File: config.mk
export PLATFORM = sky130hd
export DESIGN_NAME = divu_seq_flat
export DESIGN_NICKNAME = d
export VERILOG_FILES = /design/src/rtl/divu_seq_if.sv /design/src/rtl/divu_seq.sv /design/src/flat_wrapper.sv
export SDC_FILE = /design/constraint.sdc
export NUM_CORES = 1
export LEC_CHECK = 0
export CELL_PAD_IN_SITES_DETAIL_PLACEMENT = 1
export CELL_PAD_IN_SITES_GLOBAL_PLACEMENT = 1
export CORE_ASPECT_RATIO = 1.5
export CORE_MARGIN = 5
export CORE_UTILIZATION = 43
export CTS_BUF_LIST = sky130_fd_sc_hd__clkbuf_16
export DETAILED_ROUTE_END_ITERATION = 12
export DONT_BUFFER_PORTS = 1
export GPL_TIMING_DRIVEN = 1
export PLACE_DENSITY = 0.88
export SLEW_MARGIN = 40
export SYNTH_ARGS = -nofsm -noshare
export SYNTH_HDL_FRONTEND = slang
export SYNTH_SLANG_ARGS = --single-unit
File: constraint.sdc
create_clock -name clk -period 2.7 [get_ports clk]
set_clock_uncertainty 0.2 [all_clocks]
set_input_delay 0.54 -clock clk [delete_from_list [all_inputs] [get_ports clk]]
set_output_delay 0.54 -clock clk [all_outputs]
set_load 0.05 [all_outputs]
File: src/rtl/divu_seq_if.sv
// divu_seq_if: request/result bundle for the sequential divider.
// The Signed request field exists only when DIVU_SEQ_SIGNED_DIV_EN is defined.
interface divu_seq_if #(
    parameter int WIDTH = 32
);
    logic             start;
    logic [WIDTH-1:0] Dividend;
    logic [WIDTH-1:0] Divisor;
`ifdef DIVU_SEQ_SIGNED_DIV_EN
    logic             Signed;
`endif
    logic             busy;
    logic             done;
    logic [WIDTH-1:0] Quotient;
    logic [WIDTH-1:0] Remainder;
    logic             DivZero;

    // Requester side (pipeline / bench)
    modport master (
`ifdef DIVU_SEQ_SIGNED_DIV_EN
        output Signed,
`endif
        output start, Dividend, Divisor,
        input  busy, done, Quotient, Remainder, DivZero
    );

    // Divider side
    modport slave (
`ifdef DIVU_SEQ_SIGNED_DIV_EN
        input  Signed,
`endif
        input  start, Dividend, Divisor,
        output busy, done, Quotient, Remainder, DivZero
    );
endinterface

File: src/rtl/divu_seq.sv
// divu_seq: multi-cycle restoring divider, one quotient bit per clock.
// Optional macro DIVU_SEQ_SIGNED_DIV_EN adds two's-complement operation
// (magnitude divide plus sign fix-up on the way out).
//
// state  | meaning
// IDLE   | waiting for start, results held
// RUN    | shift/subtract iterations, count WIDTH-1 down to 0
// FINISH | done pulse, results valid; a new start may be accepted here
module divu_seq #(
    parameter int WIDTH = 32
) (
    input  logic      clk,
    input  logic      rst,
    divu_seq_if.slave bus
);
    localparam int CW = (WIDTH > 1) ? $clog2(WIDTH) : 1;

    localparam logic [1:0] IDLE   = 2'd0;
    localparam logic [1:0] RUN    = 2'd1;
    localparam logic [1:0] FINISH = 2'd2;

    logic [1:0]       state;
    logic [CW-1:0]    count;
    logic [WIDTH-1:0] rem;
    logic [WIDTH-1:0] quo;     // holds remaining dividend bits, fills with quotient bits
    logic [WIDTH-1:0] dvsr;
    logic [WIDTH-1:0] q_reg;
    logic [WIDTH-1:0] r_reg;
    logic             dz_reg;

    logic [WIDTH:0]   shifted;
    logic [WIDTH:0]   trial;
    logic             borrow;
    logic [WIDTH-1:0] rem_next;
    logic [WIDTH-1:0] quo_next;
    logic [WIDTH-1:0] a_mag;
    logic [WIDTH-1:0] b_mag;
    logic [WIDTH-1:0] fin_q;
    logic [WIDTH-1:0] fin_r;

`ifdef DIVU_SEQ_SIGNED_DIV_EN
    logic a_neg;
    logic b_neg;
    logic neg_q;
    logic neg_r;

    // Magnitudes at capture; MIN stays MIN, which as an unsigned magnitude is correct
    always_comb begin
        a_neg = bus.Signed & bus.Dividend[WIDTH-1];
        b_neg = bus.Signed & bus.Divisor[WIDTH-1];
        a_mag = a_neg ? (~bus.Dividend + 1'b1) : bus.Dividend;
        b_mag = b_neg ? (~bus.Divisor + 1'b1) : bus.Divisor;
    end
`else
    assign a_mag = bus.Dividend;
    assign b_mag = bus.Divisor;
`endif

    // One restoring step: shift in next dividend bit, trial-subtract at WIDTH+1 bits
    always_comb begin
        shifted           = {rem, quo[WIDTH-1]};
        {borrow, trial}   = {1'b0, shifted} - {2'b00, dvsr};
        rem_next          = borrow ? shifted[WIDTH-1:0] : trial[WIDTH-1:0];
        quo_next          = {quo[WIDTH-2:0], ~borrow};
    end

`ifdef DIVU_SEQ_SIGNED_DIV_EN
    // Sign fix-up of the final step: quotient by sign mismatch, remainder follows dividend
    always_comb begin
        fin_q = neg_q ? (~quo_next + 1'b1) : quo_next;
        fin_r = neg_r ? (~rem_next + 1'b1) : rem_next;
    end
`else
    assign fin_q = quo_next;
    assign fin_r = rem_next;
`endif

    // Control FSM, datapath registers and result registers
    always_ff @(posedge clk) begin
        if (rst) begin
            state  <= IDLE;
            count  <= '0;
            rem    <= '0;
            quo    <= '0;
            dvsr   <= '0;
            q_reg  <= '0;
            r_reg  <= '0;
            dz_reg <= 1'b0;
`ifdef DIVU_SEQ_SIGNED_DIV_EN
            neg_q  <= 1'b0;
            neg_r  <= 1'b0;
`endif
        end else begin
            case (state)
                IDLE, FINISH: begin
                    if (bus.start) begin
                        if (bus.Divisor == '0) begin
                            // Zero divisor skips RUN; results are ready for the FINISH cycle
                            state  <= FINISH;
                            q_reg  <= '1;
                            r_reg  <= bus.Dividend;
                            dz_reg <= 1'b1;
                        end else begin
                            state <= RUN;
                            count <= CW'(WIDTH - 1);
                            rem   <= '0;
                            quo   <= a_mag;
                            dvsr  <= b_mag;
`ifdef DIVU_SEQ_SIGNED_DIV_EN
                            neg_q <= a_neg ^ b_neg;
                            neg_r <= a_neg;
`endif
                        end
                    end else begin
                        state <= IDLE;
                    end
                end
                RUN: begin
                    rem   <= rem_next;
                    quo   <= quo_next;
                    count <= count - 1'b1;
                    if (count == '0) begin
                        state  <= FINISH;
                        q_reg  <= fin_q;
                        r_reg  <= fin_r;
                        dz_reg <= 1'b0;
                    end
                end
                default: state <= IDLE;
            endcase
        end
    end

    assign bus.busy      = (state == RUN);
    assign bus.done      = (state == FINISH);
    assign bus.Quotient  = q_reg;
    assign bus.Remainder = r_reg;
    assign bus.DivZero   = dz_reg;
endmodule
File: src/flat_wrapper.sv
// flat-port wrapper written by rule: the top's interface ports become plain ports
module divu_seq_flat 
#(
    parameter int WIDTH = 32
)
  (clk, rst, bus_start, bus_Dividend, bus_Divisor, bus_busy, bus_done, bus_Quotient, bus_Remainder, bus_DivZero);
  divu_seq_if #(.WIDTH(WIDTH)) bus_i ();
  input  logic clk;
  input  logic rst;
  input wire logic [$bits(bus_i.start)-1:0] bus_start;
  input wire logic [$bits(bus_i.Dividend)-1:0] bus_Dividend;
  input wire logic [$bits(bus_i.Divisor)-1:0] bus_Divisor;
  output wire logic [$bits(bus_i.busy)-1:0] bus_busy;
  output wire logic [$bits(bus_i.done)-1:0] bus_done;
  output wire logic [$bits(bus_i.Quotient)-1:0] bus_Quotient;
  output wire logic [$bits(bus_i.Remainder)-1:0] bus_Remainder;
  output wire logic [$bits(bus_i.DivZero)-1:0] bus_DivZero;
  assign bus_i.start = bus_start;
  assign bus_i.Dividend = bus_Dividend;
  assign bus_i.Divisor = bus_Divisor;
  assign bus_busy = bus_i.busy;
  assign bus_done = bus_i.done;
  assign bus_Quotient = bus_i.Quotient;
  assign bus_Remainder = bus_i.Remainder;
  assign bus_DivZero = bus_i.DivZero;
  divu_seq #(.WIDTH(WIDTH)) u_core (.clk(clk), .rst(rst), .bus(bus_i));
endmodule
==> results of run 1 <==
-- layer usage --
layer / wire, um / track usage (%) / share of wire [%] / vias to the layer above
li1: - / - / - / 4325
met1: 18700 / 41.1 / 35 / 5480
met2: 24200 / 61.7 / 45 / 1041
met3: 5780 / 9.26 / 11 / 386
met4: 4870 / 24.6 / 9.1 / 0
met5: 0 / 0 / 0 / -
-- worst max-delay path: cells and delay by family, from the launching register on --
kind / cells / cell delay, ns
simple gates: 2 / 0.44
flops: 1 / 0.46
buf+inv: 1 / 0.19
fa+ha+maj: 1 / 0.32
mux: 1 / 0.24
compound gates: 5 / 1.37
-- how the worst max path moves through the flow --
stage                                                        to                          from  depth (start not counted)  slack [ns]
final                     u_core.bus.Remainder[30]$_SDFFE_PP0P_   u_core.rem[20]$_SDFFE_PP0P_                         10       -0.63
after global routing                u_core.rem[18]$_SDFFE_PP0P_   u_core.quo[31]$_SDFFE_PP0P_                         15       -0.64
after CTS                 u_core.bus.Remainder[26]$_SDFFE_PP0P_   u_core.quo[31]$_SDFFE_PP0P_                         14       -0.33
after detailed placement  u_core.bus.Remainder[24]$_SDFFE_PP0P_   u_core.quo[31]$_SDFFE_PP0P_                         12       -0.58
after global placement    u_core.bus.Remainder[28]$_SDFFE_PP0P_   u_core.quo[31]$_SDFFE_PP0P_                         12       -0.32
after floorplan           u_core.bus.Remainder[19]$_SDFFE_PP0P_  u_core.dvsr[17]$_SDFFE_PP0P_                         12       -0.03
-- stage by stage --
stage / total power [W] / hold slack, ns
floorplan: 0.00691 / 0.236
global route: 0.0186 / 0.00181
detailed placement: 0.00949 / 0.242
CTS: 0.0144 / 0.0140
finish: 0.0184 / -0.00283
global placement: 0.00919 / 0.237
-- synthesized netlist by cell type (5+ instances only) --
library cell / n
a2111oi_0: 7
a211oi_1: 19
a21o_1: 15
a21oi_1: 109
a221oi_1: 6
a311oi_1: 36
a31oi_1: 6
buf_2: 17
clkbuf_1: 64
dfxtp_1: 168
ha_1: 34
inv_1: 47
mux2_2: 8
mux2i_1: 11
nand2_1: 198
nand3_1: 23
nand4_1: 11
nor2_1: 94
nor3_1: 19
nor4_1: 10
o211ai_1: 9
o21a_1: 8
o21ai_0: 36
o21ai_1: 5
o221a_2: 31
o31ai_1: 8
or3_1: 9
xnor2_1: 10
xor2_1: 13
-- area by class of cell --
| type | count | area share, % |
|---|---|---|
| multi-input cells | 799 | 48.0 |
| flip-flops and latches | 168 | 25.6 |
| repair buffers | 259 | 18.1 |
| clock buffers | 17 | 3.20 |
| well taps | 264 | 2.49 |
| inverters | 47 | 1.33 |
| clock inverters | 15 | 1.22 |
-- cell families after synthesis --
kind of cell | Yosys count
simple gates | 391
buf+inv | 135
fa+ha+maj | 35
flops | 168
mux | 19
xor+xnor | 23
compound gates | 331
-- sequential cells by signal, indices dropped and copies added (netlist names) --
name and count:
u_core.bus.DivZero 1, u_core.bus.Remainder 32, u_core.state 2, u_core.rem 32, u_core.dvsr 32, u_core.bus.Quotient 32
u_core.count 5, u_core.quo 32
-- power by group through the flow --
stage / registers, W / clock network (W) / logic [W]
2_1_floorplan: 0.00325 / 0 / 0.00366
4_1_cts: 0.00332 / 0.00254 / 0.00850
3_5_place_dp: 0.00334 / 0 / 0.00615
6_report: 0.00343 / 0.00262 / 0.0124
5_1_grt: 0.00342 / 0.00269 / 0.0124
3_3_place_gp: 0.00332 / 0 / 0.00587
-- what timing repair did --
item,CTS,global route
setup endpoints to repair,66,86
hold buffers,28,0
resized for setup,160,206
endpoints found under the hold margin,118,0
pin swaps,54,79
cloned,2,2
setup buffers,27,43
==> results.md, run 1 <==
* Iter 0 DRT Violations at 1602
* Via density per instance at 7.16
* CP Launch Type: register
* Max-Cap Viols at 0
* Cells after DPL at 1442
* Initial Util at 43.3%
* Routed len/inst at 34.1 um
* Ant. Diodes at 0
* Reg2reg end: u_core.bus.Remainder[30]$_SDFFE_PP0P_
* Finished Layout Cells at 1569
* Max VDD drop at 0.568 mV
* Die height at 185 um
* CTS max path bufs at 2
* Main combinational cell family by area after synthesis: compound AO/OA/AOI/OAI gates
* Clock Latency Late Sink at 0.47 ns
* HP Class: in2reg
* Seq/Total Area, Yosys at 38.4%
* Outcome: complete, but fails checks
* Initial antenna violation count at 0
* Post-synth net total at 1204
* CP Max Fanout at 6
* Switch Pwr at 0.00854 W
* Fin worst setup slack at -0.632 ns
* Flop pwr share at 18.6%
* XOR/XNOR Fraction of Synth Area at 2.30%
* Slew headroom at 45.0%
* Synth Warn # at 0
* CP cell instances: ha_1 > buf_4 > a21o_1 > o21bai_1 > a22oi_1 > o21ai_2 > a211oi_2 > mux2_4 > nor2_1 > nor4_2
* CTS tree: yes
* # rows at 64
* Area of the multi-input gates at 0.00638 mm2
* Synth Area per Inst at 7.96 um2
* FFs w/ async S/R, synth at 0%
* Most frequent cells in the layout: buf_4, nand2_1, dfxtp_1
* Area Growth Syn to Fin at 51.5%
* Placeable Area at 0.0203 mm2
* Router iterations before antenna repair at 9
* Post-synthesis adder-cell area fraction at 5.08%
* Nets@finish at 1394
* Largest net degree at the start of global routing at 93
* Clock share of power at 14.2%
* Num CTS Buffers at 17
* Top-area cell type share of the netlist area at 38.4%
* RSZ-0062 raised after global routing: true
* Final period util at 123%
* Setup violations, final at 68
* Clock transition at the registers of the reported paths at 0.08 ns
* Finished Core Util at 65.6%
* Setup slack after placement at -0.577 ns
* Failing checks: hold timing, setup timing
* Die ar. at 0.0234 mm2
* Vias at 11200
* TNS Setup at -22.28 ns
* Worst path slowest cell: a22oi_1
* I/O pins at 134
* Top cells by area, synth: dfxtp_1, nand2_1, a21oi_1, ha_1, nor2_1
* Gate Count Post-Synth at 1102
* Crit. End Element: register
* Fin Hold WS at -0.00283 ns
* Die Wd at 127 um
* Register area at 0.00340 mm2
* Switch share at 46.4%
* First-pass GRT wire length at 66800 um
* Post-synthesis compound-gate area fraction at 26.6%
* Hold Vio Cnt, Final at 1
* Lkg Pwr at 5.29 nW
* WP data required at 2.86 ns
* Most common cell after layout, fill and taps aside: buf_4
* Worst Tran Pin Value at 0.822 ns
* Pint at 0.00987 W
* Hold Crit Depth at 2
* Post-synthesis simple-gate area fraction at 19.2%
* Seq cells post-synth at 168
* GRT Util Overall at 36.8%
* Tmin final at 3.33 ns
* Post-route DRC at 0
* Htree depth at 4
* Total grt overflow at 0
* Crit Reg-Reg Startpoint: u_core.rem[20]$_SDFFE_PP0P_
* Layout cell share with drive strength beyond 1 at 41.7%
* Kind of critical path: reg2reg
* I/O Buffers at 0
* Max Clk Rate at 300 MHz
* Sink Count at 168
* Synthesized area at 0.00877 mm2
* Ys flop type: dfxtp_1
* Reg2reg path depth at 10
* Hold Path Sink: u_core.dvsr[13]$_SDFFE_PP0P_
* Vias in the first global route at 11200
* Clock root buffer: clkbuf_16
* Routed WL at 53600 um
* Unique masters post-synth at 64
* Design area at 0.0133 mm2
* Pins over their slew limit at 0
* Largest area contributor in the netlist: dfxtp_1
* Critical path's largest stage delay at 0.50 ns
* GPL Wtd Cong at 0.874
* Flop-to-flop setup slack at -0.63 ns
* Number of flops mapped to enable cells by yosys at 0
* Placed cell areas at 0.0101 mm2
* DP HPWL at 24300 um
* Combinational Power Share at 67.1%
* Power per Cell Area at 1390 mW/mm2
* Routed Antenna Nets at 0
* Mux cell area share after synthesis at 2.28%
* Min-delay src: bus_Divisor[13]
* Critical Path AT at 3.49 ns
* Fillers at 2199
Power figures use the tool's default switching activity.
==> run 2: changes to the inputs <==
- CORE_UTILIZATION: 43 -> 44
- CTS_BUF_LIST: sky130_fd_sc_hd__clkbuf_16 -> sky130_fd_sc_hd__clkbuf_4 sky130_fd_sc_hd__clkbuf_8
- PLACE_DENSITY: 0.88 -> 0.89
==> run 2 against run 1 <==
The flow still finishes with violations (hold timing, setup timing). Non-clock buffer count grew 8. Sequential share of layout area grew 0.49 points. Setup slack lost 0.052 ns. Clock power shrank 19%. Sequential power is essentially flat. Clock-buffer cell count grew 2. Combinational power shrank 6%. Core utilization grew 0.49 points. Via count grew 4.4%. Die area shrank 2.1%. First-iteration DRC count grew 32%. Largest power group unchanged. Highest routed layer unchanged.
==> results.md, run 2 (synthesis results as in run 1) <==
* Outcome: complete, but fails checks
* Failing checks: hold timing, setup timing
* Vias at 11700 (+4.4%)
* I/O pins at 134 (unchanged)
* Die ar. at 0.0229 mm2 (-2.1%)
* GRT Util Overall at 37.7% (+0.92 points)
* GPL Wtd Cong at 0.913 (+4.4%)
* Routed len/inst at 35.5 um (+4.1%)
* Power per Cell Area at 1320 mW/mm2 (-4.8%)
* Max VDD drop at 0.642 mV (+13%)
* Nets@finish at 1402 (+0.57%)
* Fin Hold WS at -0.115 ns (-0.112 ns)
* Total power at 0.0172 W (-6.7%)
* Hold Path Sink: u_core.quo[18]$_SDFFE_PP0P_
* Clock Latency Late Sink at 0.52 ns (+0.05 ns)
* Placeable Area at 0.0197 mm2 (-2.7%)
* Max Clk Rate at 295 MHz (-1.5%)
* First-pass GRT wire length at 68100 um (+1.9%)
* Routed Antenna Nets at 0 (unchanged)
* Clock root buffer: clkbuf_8
* Initial antenna violation count at 0 (unchanged)
* CP Max Fanout at 5 (-1)
* Final period util at 125% (+1.9 points)
* Die Wd at 125 um (-1.1%)
* Slew headroom at 40.3% (-4.7 points)
* Sink Count at 168 (unchanged)
* Vias in the first global route at 11400 (+1.5%)
* Critical Path AT at 3.58 ns (+0.09 ns)
* Reg2reg end: u_core.bus.Remainder[31]$_SDFFE_PP0P_
* I/O Buffers at 0 (unchanged)
* Fin worst setup slack at -0.685 ns (-0.0522 ns)
* Routed WL at 55900 um (+4.4%)
* Worst Tran Pin Value at 0.896 ns (+0.0738 ns)
* RSZ-0062 raised after global routing: true
* Initial Util at 44.5% (+1.2 points)
* # rows at 63 (-1.6%)
* Layout cell share with drive strength beyond 1 at 40.5% (-1.2 points)
* Flop-to-flop setup slack at -0.68 ns (-0.05 ns)
* WP data required at 2.90 ns (+0.04 ns)
* CTS max path bufs at 2 (unchanged)
* CP Launch Type: register
* Hold Vio Cnt, Final at 1 (unchanged)
* Most frequent cells in the layout: buf_4, nand2_1, dfxtp_1
* Hold Crit Depth at 1 (-1)
* Setup slack after placement at -0.512 ns (+0.0658 ns)
* HP Class: in2reg
* Lkg Pwr at 5.12 nW (-3.2%)
* Htree depth at 4 (unchanged)
* Finished Core Util at 66.1% (+0.49 points)
* Via density per instance at 7.45 (+4.1%)
* Die height at 183 um (-1.1%)
* Max-Cap Viols at 0 (unchanged)
* Crit. End Element: register
* Crit Reg-Reg Startpoint: u_core.dvsr[8]$_SDFFE_PP0P_
* Kind of critical path: reg2reg
* Iter 0 DRT Violations at 2108 (+32%)
* Post-route DRC at 0 (unchanged)
* CTS tree: yes
* Ant. Diodes at 0 (unchanged)
* Largest net degree at the start of global routing at 103 (+11%)
* Setup violations, final at 72 (+5.9%)
* Min-delay src: rst
* Most common cell after layout, fill and taps aside: buf_4
* Tmin final at 3.38 ns (+0.0522 ns)
* Area Growth Syn to Fin at 48.5%
* Pins over their slew limit at 0 (unchanged)
* Num CTS Buffers at 17 (unchanged)
* Total grt overflow at 0 (unchanged)
* DP HPWL at 24500 um (+0.79%)
* Reg2reg path depth at 11 (+1)
* Clock transition at the registers of the reported paths at 0.12 ns (+0.04 ns)
* Router iterations before antenna repair at 9 (unchanged)
run 2: where the power goes:
group,switching (W),total (W),internal [W]
registers,0.000678,0.00346,0.00278
logic,0.00639,0.0116,0.00521
clock network,0.00116,0.00212,0.000961
run 2: worst max-delay path by stage:
stage	from	endpoint	slack [ns]	cells after the start
after floorplan	u_core.dvsr[17]$_SDFFE_PP0P_	u_core.bus.Remainder[19]$_SDFFE_PP0P_	-0.03	12
after global placement	u_core.dvsr[11]$_SDFFE_PP0P_	u_core.bus.Remainder[28]$_SDFFE_PP0P_	-0.35	11
after detailed placement	u_core.dvsr[11]$_SDFFE_PP0P_	u_core.bus.Remainder[24]$_SDFFE_PP0P_	-0.51	11
after CTS	u_core.quo[31]$_SDFFE_PP0P_	u_core.bus.Remainder[26]$_SDFFE_PP0P_	-0.19	13
after global routing	u_core.dvsr[8]$_SDFFE_PP0P_	u_core.bus.Remainder[31]$_SDFFE_PP0P_	-0.71	11
final	u_core.dvsr[8]$_SDFFE_PP0P_	u_core.bus.Remainder[31]$_SDFFE_PP0P_	-0.68	11
run 2: cell type report:
type | instances | area, um2
tap | 260 | 325
inverter | 47 | 179
fill | 2184 | 6690
timing repair buffer | 267 | 2370
sequential | 168 | 3400
clock buffer | 19 | 255
multi-input combinational | 799 | 6330
clock inverter | 13 | 168
run 2: timing repair:
item,in CTS,in global routing
pin swaps,58,69
setup endpoints to repair,66,74
buffers inserted,22,29
hold buffers,51,1
gates cloned,1,1
hold endpoints to repair,120,2
resized for setup,164,178
run 2: critical path: stages (launching register included):
cell and delay (ns):
dfxtp_2 0.39, inv_1 0.11, ha_4 0.27, a21oi_2 0.18, o21ai_2 0.10, or3_4 0.41
o211ai_1 0.46, buf_4 0.27, a21oi_4 0.08, o21ai_2 0.23, a31oi_4 0.14, a2111oi_2 0.42
run 2: stage by stage:
step	cells	setup TNS (ns)	instance area, um2
floorplan	1102	-0.0344	8780
global placement	1443	-5.25	10100
finish	1573	-21.42	13000
detailed placement	1443	-9.30	10100
global route	1573	-22.22	13000
CTS	1546	-1.63	12000
run 2: metal layers:
metal / share of wire [%] / vias to the layer above / GRT usage (%)
li1: - / 4359 / -
met1: 33 / 5506 / 41.1
met2: 44 / 1326 / 64.4
met3: 13 / 534 / 9.94
met4: 11 / 0 / 25.0
met5: 0 / - / 0
==> run 3: changes to the inputs <==
- CORE_ASPECT_RATIO: 1.5 -> 0.6
==> run 3 against run 2 <==
The run still ends with hold timing, setup timing left. Register-to-register slack improved by 0.09 ns. Total power rose by 3.3%. Clock-buffer cell count rose by 3. Routed wire length fell by 2.9%. Final cell count rose by 2.0%. Clock power fell by 7%. Critical path depth rose by 2. Sequential share of layout area fell by 0.89 points. Die area rose by 0.15%. Final area rose by 3.9%. Flip-flop and latch count did not move.
==> results.md, run 3 (synthesis results as in run 1) <==
* Top Family by Delay on Critical Path: compound AO/OA/AOI/OAI gates
* Kind of critical path: reg2reg
* Nets@finish at 1421 (+1.4%)
* Die Wd at 192 um (+53%)
* Fin worst setup slack at -0.598 ns (+0.0867 ns)
* Iter 0 DRT Violations at 1526 (-28%)
* Max VDD drop at 0.760 mV (+18%)
* WP data required at 2.91 ns (about the same)
* Critical path's largest stage delay at 0.49 ns (+0.03 ns)
* Die height at 119 um (-35%)
* Max Clk Rate at 303 MHz (+2.6%)
* Router iterations before antenna repair at 8 (-1)
* Fillers at 2183 (-0.046%)
* Most common cell after layout, fill and taps aside: buf_4
* Total grt overflow at 0 (unchanged)
* Htree depth at 4 (unchanged)
* CTS max path bufs at 2 (unchanged)
* Register area at 0.00341 mm2 (+0.37%)
* Worst path slowest cell: a2111oi_4
* Post-route DRC at 0 (unchanged)
* Pins over their slew limit at 0 (unchanged)
* Reg2reg path depth at 13 (+2)
* Area Growth Syn to Fin at 54.3%
* Power per Cell Area at 1310 mW/mm2 (-0.56%)
* Die ar. at 0.0229 mm2 (+0.15%)
* Crit Reg-Reg Startpoint: u_core.dvsr[10]$_SDFFE_PP0P_
* Sink Count at 168 (unchanged)
* Initial antenna violation count at 0 (unchanged)
* Crit. End Element: register
* Setup violations, final at 99 (+38%)
* Routed Antenna Nets at 0 (unchanged)
* CTS tree: yes
* Hold Vio Cnt, Final at 60 (+59)
* CP bufs+invs at 4 (+2)
* CP cell instances: inv_2 > ha_4 > buf_6 > buf_4 > o21ai_1 > a21oi_2 > o21a_1 > o211ai_1 > buf_4 > nand2_4 > xor2_4 > nand2_4 > a2111oi_4
* TNS Setup at -17.82 ns (+3.60 ns)
* Via density per instance at 7.04 (-5.5%)
* RSZ-0062 raised after global routing: true
* Min-delay src: rst
* # rows at 40 (-37%)
* First-pass GRT wire length at 64600 um (-5.1%)
* HP Class: in2reg
* Total power at 0.0177 W (+3.3%)
* I/O Buffers at 0 (unchanged)
* Most frequent cells in the layout: buf_4, nand2_1, dfxtp_1
* Slew headroom at 17.3% (-23 points)
* Fin Hold WS at -0.113 ns (+0.00167 ns)
* Largest net degree at the start of global routing at 124 (+20%)
* Reg2reg end: u_core.bus.Remainder[15]$_SDFFE_PP0P_
* Initial Util at 44.2% (-0.25 points)
* GPL Wtd Cong at 0.941 (+3.1%)
* Num CTS Buffers at 17 (unchanged)
* Failing checks: hold timing, setup timing
* Setup slack after placement at -0.478 ns (+0.0337 ns)
* Area of the multi-input gates at 0.00656 mm2 (+3.7%)
* Vias in the first global route at 11000 (-3.7%)
* Clock root buffer: clkbuf_8
* Vias at 11300 (-3.6%)
* CP Launch Type: register
* Routed len/inst at 33.9 um (-4.7%)
* Flop-to-flop setup slack at -0.60 ns (+0.09 ns)
* Critical Path AT at 3.51 ns (-0.07 ns)
* Ant. Diodes at 0 (unchanged)
* Clock transition at the registers of the reported paths at 0.11 ns (about the same)
* Tmin final at 3.30 ns (-0.0867 ns)
* Final period util at 122% (-3.2 points)
* Hold Path Sink: u_core.bus.Remainder[27]$_SDFFE_PP0P_
* Lkg Pwr at 5.45 nW (+6.4%)
* Max-Cap Viols at 0 (unchanged)
* Placeable Area at 0.0198 mm2 (+0.57%)
* Finished Core Util at 68.2% (+2.2 points)
* Worst Tran Pin Value at 1.23 ns (+0.331 ns)
* DP HPWL at 25000 um (+2.1%)
* GRT Util Overall at 36.6% (-1.1 points)
* Outcome: complete, but fails checks
* Clock Latency Late Sink at 0.54 ns (+0.02 ns)
* Routed WL at 54300 um (-2.9%)
* Hold Crit Depth at 1 (unchanged)
* CP Max Fanout at 5 (unchanged)
* Layout cell share with drive strength beyond 1 at 44.6% (+4.0 points)
* I/O pins at 134 (unchanged)
[run 3: cell types whose count changed in the layout (fill, tap and decap cells not counted), sizes merged]
cell and delta:
dlygate4sd3 -7, clkinvlp +1, inv -2, dlymetal6s4s +5, clkbuf +5, buf +19, clkinv -1, bufinv -2
[run 3: what timing repair did]
action,in CTS,in global routing
cloned,3,3
endpoints found under the hold margin,120,75
pin swaps,97,95
endpoints found under the setup margin,66,126
hold buffers,62,3
setup buffers,29,39
gates resized for setup,221,211
[run 3: routing by layer]
metal | vias up | GRT usage (%) | wire length [um]
met3 | 466 | 15.3 | 6600
li1 | 4392 | - | -
met5 | - | 0 | 0
met1 | 5437 | 40.6 | 18300
met2 | 1003 | 60.1 | 24000
met4 | 0 | 18.5 | 5430
[run 3: worst max-delay path by stage]
stage | start | endpoint | cells after the start
4_1_cts | u_core.quo[31]$_SDFFE_PP0P_ | u_core.bus.Remainder[16]$_SDFFE_PP0P_ | 13
5_1_grt | u_core.dvsr[10]$_SDFFE_PP0P_ | u_core.bus.Remainder[15]$_SDFFE_PP0P_ | 13
3_5_place_dp | u_core.dvsr[11]$_SDFFE_PP0P_ | u_core.bus.Remainder[28]$_SDFFE_PP0P_ | 11
2_1_floorplan | u_core.dvsr[17]$_SDFFE_PP0P_ | u_core.bus.Remainder[19]$_SDFFE_PP0P_ | 12
3_3_place_gp | u_core.dvsr[18]$_SDFFE_PP0P_ | u_core.bus.Remainder[31]$_SDFFE_PP0P_ | 10
6_report | u_core.dvsr[10]$_SDFFE_PP0P_ | u_core.bus.Remainder[15]$_SDFFE_PP0P_ | 13
[run 3: cell type report]
type                       count  area share, %
clock inverter                 9          0.694
tap                          273           2.53
clock buffer                  22           2.10
timing repair buffer         286           19.6
multi-input combinational    799           48.5
sequential                   168           25.2
inverter                      47           1.32
[run 3: worst register-to-register path, stage by stage (launching register included)]
cell	delay, ns
dfxtp_2	0.37
inv_2	0.06
ha_4	0.26
buf_6	0.10
buf_4	0.18
o21ai_1	0.11
a21oi_2	0.23
o21a_1	0.26
o211ai_1	0.14
buf_4	0.19
nand2_4	0.11
xor2_4	0.36
nand2_4	0.12
a2111oi_4	0.49
[run 3: where the power goes]
group | internal, W | switching (W)
Sequential | 0.00278 | 0.000643
Clock | 0.000810 | 0.00117
Combinational | 0.00563 | 0.00671
Total | 0.00923 | 0.00852
[run 3: through the flow]
| step | cells | area (um2) |
|---|---|---|
| 2_1_floorplan | 1102 | 8780 |
| 3_3_place_gp | 1453 | 10100 |
| 3_5_place_dp | 1453 | 10100 |
| 4_1_cts | 1577 | 12400 |
| 5_1_grt | 1604 | 13500 |
| 6_report | 1604 | 13500 |
